File: src/rtl/step_pkg.sv
// Shared definitions for the step segment feeder: FSM encoding and the
// packed segment layout {dir, steps, dt} carried through the FIFO.
package step_pkg;

  typedef enum logic [1:0] {
    ST_IDLE    = 2'd0,
    ST_RUN     = 2'd1,
    ST_STARVED = 2'd2
  } state_e;

  localparam int SEG_W     = 65;
  localparam int DT_LSB    = 0;
  localparam int DT_MSB    = 31;
  localparam int STEPS_LSB = 32;
  localparam int STEPS_MSB = 63;
  localparam int DIR_BIT   = 64;

  function automatic logic [SEG_W-1:0] pack_seg(input logic        dir,
                                                input logic [31:0] steps,
                                                input logic [31:0] dt);
    return {dir, steps, dt};
  endfunction

endpackage

File: src/rtl/seg_fifo.sv
// Synchronous show-ahead FIFO. Full/empty are judged on the registered count,
// so a same-cycle pop never frees room for a push and vice versa.
module seg_fifo #(
  parameter int DEPTH = 16,
  parameter int AW    = 4,
  parameter int SEG_W = 65
) (
  input  logic             clk,
  input  logic             reset,
  input  logic             push,
  input  logic             pop,
  input  logic             flush,
  input  logic [SEG_W-1:0] din,
  output logic [SEG_W-1:0] dout,
  output logic             full,
  output logic             empty,
  output logic [AW:0]      count
);

  logic [SEG_W-1:0] mem_q [DEPTH];
  logic [AW-1:0]    wr_ptr_q, rd_ptr_q;
  logic [AW:0]      count_q;
  logic             push_ok, pop_ok;

  // DEPTH is a power of two, so the MSB alone marks count == DEPTH
  assign full    = count_q[AW];
  assign empty   = (count_q == '0);
  assign push_ok = push & ~full;
  assign pop_ok  = pop & ~empty;
  assign dout    = mem_q[rd_ptr_q];
  assign count   = count_q;

  always_ff @(posedge clk) begin
    if (push_ok) mem_q[wr_ptr_q] <= din;
  end

  always_ff @(posedge clk) begin
    if (reset) begin
      wr_ptr_q <= '0;
      rd_ptr_q <= '0;
      count_q  <= '0;
    end else begin
      if (push_ok) wr_ptr_q <= wr_ptr_q + AW'(1);
      if (flush) begin
        // Discard contents by catching the read side up to the write side
        rd_ptr_q <= wr_ptr_q;
        count_q  <= (AW+1)'(push_ok);
      end else begin
        if (pop_ok) rd_ptr_q <= rd_ptr_q + AW'(1);
        count_q <= count_q + (AW+1)'(push_ok) - (AW+1)'(pop_ok);
      end
    end
  end

endmodule

File: src/rtl/step_seg_feeder.sv
// Feeds buffered motion segments to one step-generator axis: issues load on
// start/done, handles starvation, tracks signed position and abort steps.
module step_seg_feeder
  import step_pkg::*;
#(
  parameter int DEPTH = 16,
  parameter int AW    = 4,
  parameter int UCW   = 16
) (
  input  logic           clk,
  input  logic           reset,
  input  logic [31:0]    wr_dt,
  input  logic [31:0]    wr_steps,
  input  logic           wr_dir,
  input  logic           wr_stb,
  input  logic           flush,
  input  logic           start,
  input  logic           stop,
  input  logic           gen_done,
  input  logic           gen_step_stb,
  input  logic           gen_abort,
  output logic [31:0]    dt_val,
  output logic [31:0]    steps_val,
  output logic           dir,
  output logic           load,
  output logic           full,
  output logic [AW:0]    count,
  output logic           running,
  output logic           overflow,
  output logic           underrun,
  output logic [UCW-1:0] underrun_cnt,
  output logic [31:0]    position
);

  state_e           state_q, state_d;
  logic [31:0]      dt_q, steps_q, pos_q;
  logic             dir_q, load_q, run_q, ovf_q, und_q;
  logic [UCW-1:0]   ucnt_q;
  logic             pop, fl, empty;
  logic [SEG_W-1:0] seg_in, seg_head;

  assign seg_in = pack_seg(wr_dir, wr_steps, wr_dt);

  seg_fifo #(.DEPTH(DEPTH), .AW(AW), .SEG_W(SEG_W)) u_fifo (
    .clk   (clk),
    .reset (reset),
    .push  (wr_stb),
    .pop   (pop),
    .flush (fl),
    .din   (seg_in),
    .dout  (seg_head),
    .full  (full),
    .empty (empty),
    .count (count)
  );

  // stop outranks any pop; flush only acts in IDLE when nothing is popped
  always_comb begin
    state_d = state_q;
    pop     = 1'b0;
    fl      = 1'b0;
    if (stop) begin
      state_d = ST_IDLE;
    end else begin
      unique case (state_q)
        ST_IDLE: begin
          if (start && !empty) begin
            pop     = 1'b1;
            state_d = ST_RUN;
          end else if (flush) begin
            fl = 1'b1;
          end
        end
        ST_RUN: begin
          if (gen_done) begin
            if (!empty) pop = 1'b1;
            else        state_d = ST_STARVED;
          end
        end
        ST_STARVED: begin
          if (!empty) begin
            pop     = 1'b1;
            state_d = ST_RUN;
          end
        end
        default: state_d = ST_IDLE;
      endcase
    end
  end

  always_ff @(posedge clk) begin
    if (reset) begin
      state_q <= ST_IDLE;
      dt_q    <= '0;
      steps_q <= '0;
      dir_q   <= 1'b0;
      load_q  <= 1'b0;
      run_q   <= 1'b0;
      ovf_q   <= 1'b0;
      und_q   <= 1'b0;
      ucnt_q  <= '0;
      pos_q   <= '0;
    end else begin
      state_q <= state_d;
      run_q   <= (state_d != ST_IDLE);
      load_q  <= pop;
      // Segment outputs only move on a pop; the generator compares them live
      if (pop) begin
        dt_q    <= seg_head[DT_MSB:DT_LSB];
        steps_q <= seg_head[STEPS_MSB:STEPS_LSB];
        dir_q   <= seg_head[DIR_BIT];
      end
      if (wr_stb && full) ovf_q <= 1'b1;
      if (gen_step_stb) begin
        if (gen_abort) begin
          und_q <= 1'b1;
          if (ucnt_q != '1) ucnt_q <= ucnt_q + UCW'(1);
        end else begin
          pos_q <= dir_q ? pos_q + 32'd1 : pos_q - 32'd1;
        end
      end
    end
  end

  assign dt_val       = dt_q;
  assign steps_val    = steps_q;
  assign dir          = dir_q;
  assign load         = load_q;
  assign running      = run_q;
  assign overflow     = ovf_q;
  assign underrun     = und_q;
  assign underrun_cnt = ucnt_q;
  assign position     = pos_q;

endmodule

File: config.mk
export PLATFORM = sky130hd
export DESIGN_NAME = step_seg_feeder
export DESIGN_NICKNAME = d
export VERILOG_FILES = /design/src/rtl/step_pkg.sv /design/src/rtl/seg_fifo.sv /design/src/rtl/step_seg_feeder.sv
export SDC_FILE = /design/constraint.sdc
export NUM_CORES = 1
export LEC_CHECK = 0
export BUFFER_PORTS_ARGS = -buffer_cell sky130_fd_sc_hd__buf_2
export CAP_MARGIN = 5
export CORE_UTILIZATION = 55
export CTS_CLUSTER_SIZE = 16
export DETAILED_ROUTE_END_ITERATION = 12
export PLACE_DENSITY = 0.74
export SYNTH_ARGS = -nofsm -noshare
export SYNTH_HDL_FRONTEND = slang
export SYNTH_SLANG_ARGS = --single-unit
File: constraint.sdc
create_clock -name clk -period 6.5 [get_ports clk]
set_input_delay 0.975 -clock clk [delete_from_list [all_inputs] [get_ports clk]]
set_output_delay 0.975 -clock clk [all_outputs]
set_load 0.03 [all_outputs]
* After elaboration in Yosys (flattened, before gate mapping) *
Memories as Yosys holds them, arrays and structs flattened. A register that Yosys moved wholly into a read port is not among the register bits.
Cells that the tools add are included.

word-level totals
  bits in registers = 67
  bits in writable memories = 1040
  bits of input ports = 74
  output and inout bits = 123
  logic and storage cells = 59
  memories = 1

cells by class
  add/sub/neg operators = 7
  eq/ne operators = 3
  muxes and demuxes = 21
  bitwise gates (word level) = 5
  reduce and logical (&&, ||, !) cells = 11

memory list
  memory        words  bits a word  rd ports  clocked after memory_dff  wr ports  RTL line        text
  u_fifo.mem_q  16     65           1         1                         1         seg_fifo.sv:20  logic [SEG_W-1:0] mem_q [DEPTH];

operator list
  operator                                                              count
  32-bit by 1-bit adder with 32-bit output, second input constant       1
  32-bit 2-to-1 mux                                                     1
  32-bit by 1-bit subtractor with 32-bit output, second input constant  1
  16-bit by 1-bit adder with 16-bit output, second input constant       1
  16-bit != test, second input constant                                 1
  1-bit 2-to-1 mux                                                      11
  2-bit 2-to-1 mux                                                      5
  4-bit by 1-bit adder with 4-bit output, second input constant         2
  4-bit 2-to-1 mux                                                      2
  2-bit one-hot mux with 3 select lines                                 1
  5-bit by 1-bit adder with 5-bit output                                1
  5-bit logical NOT                                                     1
  5-bit by 1-bit subtractor with 5-bit output                           1
  2-bit AND reduction                                                   2
  2-bit nonzero test                                                    2
  1-bit inverter                                                        3
  1-bit one-hot mux with 3 select lines                                 1
  3-bit AND reduction                                                   1
  1-bit AND                                                             2
  2-bit by 1-bit == test with 1-bit output, second input constant       1
  2-bit == test, second input constant                                  1
  1-bit logical AND                                                     2
  2-bit logical NOT                                                     1
  2-bit OR reduction                                                    1
  1-bit logical NOT                                                     1

* Depth between registers and ports, before layout *
  word-level depth = 9
  gate-level depth with buffers = 17
  mapped depth without buffers = 15

* By module *
A second synthesis with hierarchy kept.

unflattened totals
  cells, all modules = 2429
  area total of the unflattened synthesis = 45773.9 um2

modules (own cells, without submodules)
  module           instances  cells an instance  area an instance (um2)  sequential area each (um2)
  seg_fifo         1          1692               39791.9                 31570.3
  step_seg_feeder  1          737                5982.0                  2382.3

* Worst setup path after synthesis *
Ideal clock, no wire load.

  path kind = input port to flip-flop
  from = input port wr_stb
  to = memory u_fifo.mem_q[3][0], enable pin
  library setup time = 568 ps
  arrival time = 5990 ps
  required time = 5932 ps
  setup slack = -58 ps
  stages = 4
  buffers on the path = 1
  path through = nor2b_1 -> clkbuf_1 -> nand2_1 -> nor3_1

between the ends
  longest elaborated chain between the ends = 3

RTL lines
  item                                    RTL line               text
  start, declared                         step_seg_feeder.sv:15  input logic wr_stb,
  1-bit AND                               seg_fifo.sv:28         assign push_ok = push & ~full;
  via u_fifo.push_ok                      seg_fifo.sv:23         logic push_ok, pop_ok;
  1-bit 2-to-1 mux                        seg_fifo.sv:34         if (push_ok) mem_q[wr_ptr_q] <= din;
  1-bit 2-to-1 mux (not written as such)  seg_fifo.sv:34
  end, declared                           seg_fifo.sv:20

The timed path passes the listed nets, and every way through them passes these cells.

* Worst setup path in the final report *
  from = register u_fifo.count_q[2] (netlist: u_fifo.count[2])
  to = register u_fifo.count_q[4] (netlist: u_fifo.count[4])

between the ends
  longest elaborated chain between the ends = 8
  elaborated cells between the ends (all ways) = 16
  classes of those cells = add/sub (2); mux (8); bitwise (2); reduce/logical (4)

RTL lines
  item                                         RTL line               text
  start, declared                              seg_fifo.sv:22         logic [AW:0] count_q;
  start signal, assigned                       seg_fifo.sv:47         count_q <= (AW+1)'(push_ok);
  start signal, assigned                       seg_fifo.sv:50         count_q <= count_q + (AW+1)'(push_ok) - (AW+1)'(pop_ok);
  5-bit logical NOT                            seg_fifo.sv:27         assign empty = (count_q == '0);
  1-bit logical NOT                            --
  1-bit logical AND                            step_seg_feeder.sv:67  if (start && !empty) begin
  1-bit 2-to-1 mux                             step_seg_feeder.sv:67
  1-bit one-hot mux with 3 select lines        step_seg_feeder.sv:65  unique case (state_q)
  1-bit 2-to-1 mux                             step_seg_feeder.sv:62  if (stop) begin
  1-bit AND                                    seg_fifo.sv:29         assign pop_ok = pop & ~empty;
  5-bit by 1-bit subtractor with 5-bit output  seg_fifo.sv:50

Parallel ways exist; a longest one is shown, timed or not.
A chain may end at the register's enable or synchronous reset.

==> results.py <==
metrics = {
    "run_status": {
        "outcome": "completed",
    },
    "layout": {
        "regArea_um2": 33900,
        "design_area_um2": 51700,
        "fin_nets": 2631,
        "num-fill-cells": 5532,
        "syn2layout_area_growth_pct": 13.6,
        "multiInputGateArea_um2": 11300,
        "drive_above_1_share_pct": 29.7,
    },
    "synthesis": {
        "synth_area_um2": 45500,
        "ys_top_cells_by_area": "edfxtp_1 (69%), mux4_2 (16%), dfxtp_1 (5.8%)",
        "netlist.area_leader.share_pct": 68.6,
        "synth_flop_cell": "edfxtp_1",
        "avgSynthCellArea_um2": 20.0,
        "syn_inst": 2281,
        "synth_seq_area_share_pct": 74.4,
        "ys_types": 66,
        "yosysMostFrequentCell": "edfxtp_1",
        "synth_common_cells": "edfxtp_1 (1,040), mux4_2 (325), nand2_1 (199)",
        "synth_seq_cells": 1172,
        "synth_edf_count": 1040,
        "synth_fp_nets": 2399,
        "yosysTopAreaCell": "edfxtp_1",
        "yosys_warnings": 0,
        "ys_async_sr_fraction_pct": 0,
    },
    "die": {
        "rows": 105,
        "design.die.area_um2": 84000,
        "io_pins": 197,
        "start_util_pct": 55.6,
        "core_um2": 82000,
        "fp.dieW_um": 290,
        "die_h_um": 290,
    },
    "placed_design": {
        "gp_congestion": 0.881,
        "portBuffers": 196,
        "dp_hpwl_mm": 54.9,
        "placed_area_um2": 47900,
        "dpl_worst_slack_ns": 2.59,
    },
    "timing": {
        "hold_viol": 0,
        "max_slew.worst_pin.slew_ns": 1.31,
        "rsz0062_at_grt": "false",
        "slew_headroom_pct": 12.4,
        "fmax_mhz": 269,
        "slew_violations": 0,
        "fin_setup_tns_ns": 0,
        "fin_crit_sh_pct": 57.1,
        "clock_skew_ns": 0.0454,
        "postLayoutSetupSlackWorst_ns": 2.79,
        "setup_viol": 0,
        "period_minus_slack_ns": 3.71,
    },
    "route": {
        "viasPerCell": 6.23,
        "num_vias": 23000,
        "dr.pass1.iters": 5,
        "routed_wirelength_mm": 100,
        "post_drt_wl_per_cell_um": 27.2,
        "ant_nets": 0,
        "drtIter0Drc": 2097,
        "post-route-drc-count": 0,
    },
    "run": {
        "drv_cap": 0,
    },
    "clock_tree": {
        "cts_buffers": 113,
        "htree_levels": 3,
        "clk_latency_ns": 0.69,
        "cts_resized": 0,
        "ctsRootBufferMaster": "clkbuf_16",
        "cts_buffer_depth": 3,
        "holdBufCountCts": 0,
        "postCtsSetupBuffers": 0,
        "cts_tree": "done",
        "clkSlewWorstSetupHoldPaths_ns": 0.06,
        "numClockSinks": 1172,
    },
    "pwr": {
        "irDropWorstVdd_mv": 0.253,
        "cellPowerDensity_nw_per_um2": 384,
        "p_leak_nw": 16.7,
    },
    "critical_path": {
        "end_kind": "flip-flop",
        "critPathLaunchType": "flip-flop",
        "worstPathRequired_ns": 7.08,
        "crit_fanout": 69,
        "worstSetupPathType": "reg2reg",
        "r2r_slack_ns": 2.79,
        "cp.arrival_ns": 4.29,
    },
    "global_route": {
        "grt_start_max_net_pins": 162,
        "gr-usage-all-layers_pct": 24.2,
        "grt_pass1_vias": 23600,
        "antenna_found_initial": 11,
        "grt.overflow.total": 0,
        "grt_pass1_wl_mm": 149,
    },
    "min_path": {
        "worstHoldPathType": "reg2reg",
    },
}
==> report_power, final <==
group | switching, mW | internal (mW) | total, mW
registers | 0.212 | 8.53 | 8.74
clock network | 2.79 | 3.89 | 6.68
logic | 2.50 | 1.95 | 4.44
total | 5.50 | 14.4 | 19.9
==> metrics by stage <==
step	utilization [%]	power, mW	hold WS, ns	std cells
5_1_grt	63.1	20.7	0.477	3683
3_3_place_gp	58.4	13.2	0.443	3468
3_5_place_dp	58.4	13.3	0.448	3468
2_1_floorplan	-	12.2	0.509	2281
6_report	63.1	19.9	0.456	3684
4_1_cts	63.1	20.0	0.456	3681
==> layer usage <==
layer	global-route usage, %	up-vias	wire, um
li1	-	9745	-
met1	34.0	12000	40600
met2	39.8	1002	50300
met3	4.08	155	7050
met4	6.11	12	1960
met5	0	-	69
==> path summary, 6_finish.rpt <==
| path | startpoint | end | cells after the start |
|---|---|---|---|
| max reg2reg | u_fifo.count[2]$_SDFF_PP0_ | u_fifo.count[4]$_SDFF_PP0_ | 15 |
| min | dt_val[17]$_SDFFE_PP0N_ | dt_val[17]$_SDFFE_PP0N_ | 2 |
| max | u_fifo.count[2]$_SDFF_PP0_ | u_fifo.count[4]$_SDFF_PP0_ | 15 |
| min reg2reg | dt_val[17]$_SDFFE_PP0N_ | dt_val[17]$_SDFFE_PP0N_ | 2 |
==> registers in the layout, indices dropped and copies added (netlist names) <==
signal           flops
load                 1
u_fifo.rd_ptr_q      4
state_q              2
position            32
u_fifo.mem_q      1040
underrun_cnt        16
running              1
dt_val              32
underrun             1
dir                  1
steps_val           32
overflow             1
u_fifo.wr_ptr_q      4
u_fifo.count         5
==> cells in the final DEF, fill, tap and decap left out, types with 6 or more instances in the layout <==
master         n
edfxtp_1    1040
mux4_2       325
nand2_1      199
buf_2        195
dfxtp_1      128
a21oi_1      125
clkbuf_16    114
nor2_1        63
ha_1          42
buf_4         35
xnor2_1       27
clkinv_2      22
xor2_1        21
clkbuf_1      20
clkinv_1      20
inv_1         19
a21o_1        14
o21ai_0       14
bufinv_16     14
nor2_4        12
nand3_1       12
and3_1        11
clkbuf_8       9
nor3_1         8
nand4_1        8
clkinvlp_4     7
nand2b_1       6
o21bai_1       6
==> kinds of logic after synthesis <==
logic type | count (synthesis) | synth area share, %
and+or+nand+nor | 347 | 3.26
muxes | 329 | 16.2
xor gates and xnor gates | 48 | 0.923
DFF | 1172 | 74.4
AOI/OAI and AO/OA | 204 | 2.80
buffers and inverters | 137 | 1.25
adders and majority gates | 44 | 1.24
==> worst max-delay path, cell delays in order, from the launching register on <==
cell	delay (ns)
dfxtp_1	0.33
inv_1	0.08
ha_1	0.16
nor4b_1	0.53
a211o_4	0.78
clkinv_2	0.15
ha_1	0.31
inv_1	0.04
ha_1	0.19
inv_1	0.09
fa_1	0.22
inv_1	0.05
a21oi_1	0.15
nor2_1	0.07
or3_1	0.34
a21oi_1	0.13
==> area by class of cell <==
cell class | count | area share [%]
antenna | 3 | 0.0145
clock buffer | 143 | 5.90
clock inverter | 70 | 1.53
inverter | 20 | 0.148
multi-input combinational | 972 | 21.8
sequential | 1172 | 65.5
tap | 1070 | 2.59
timing repair buffer | 234 | 2.55
(Power assumes the default switching activity.)
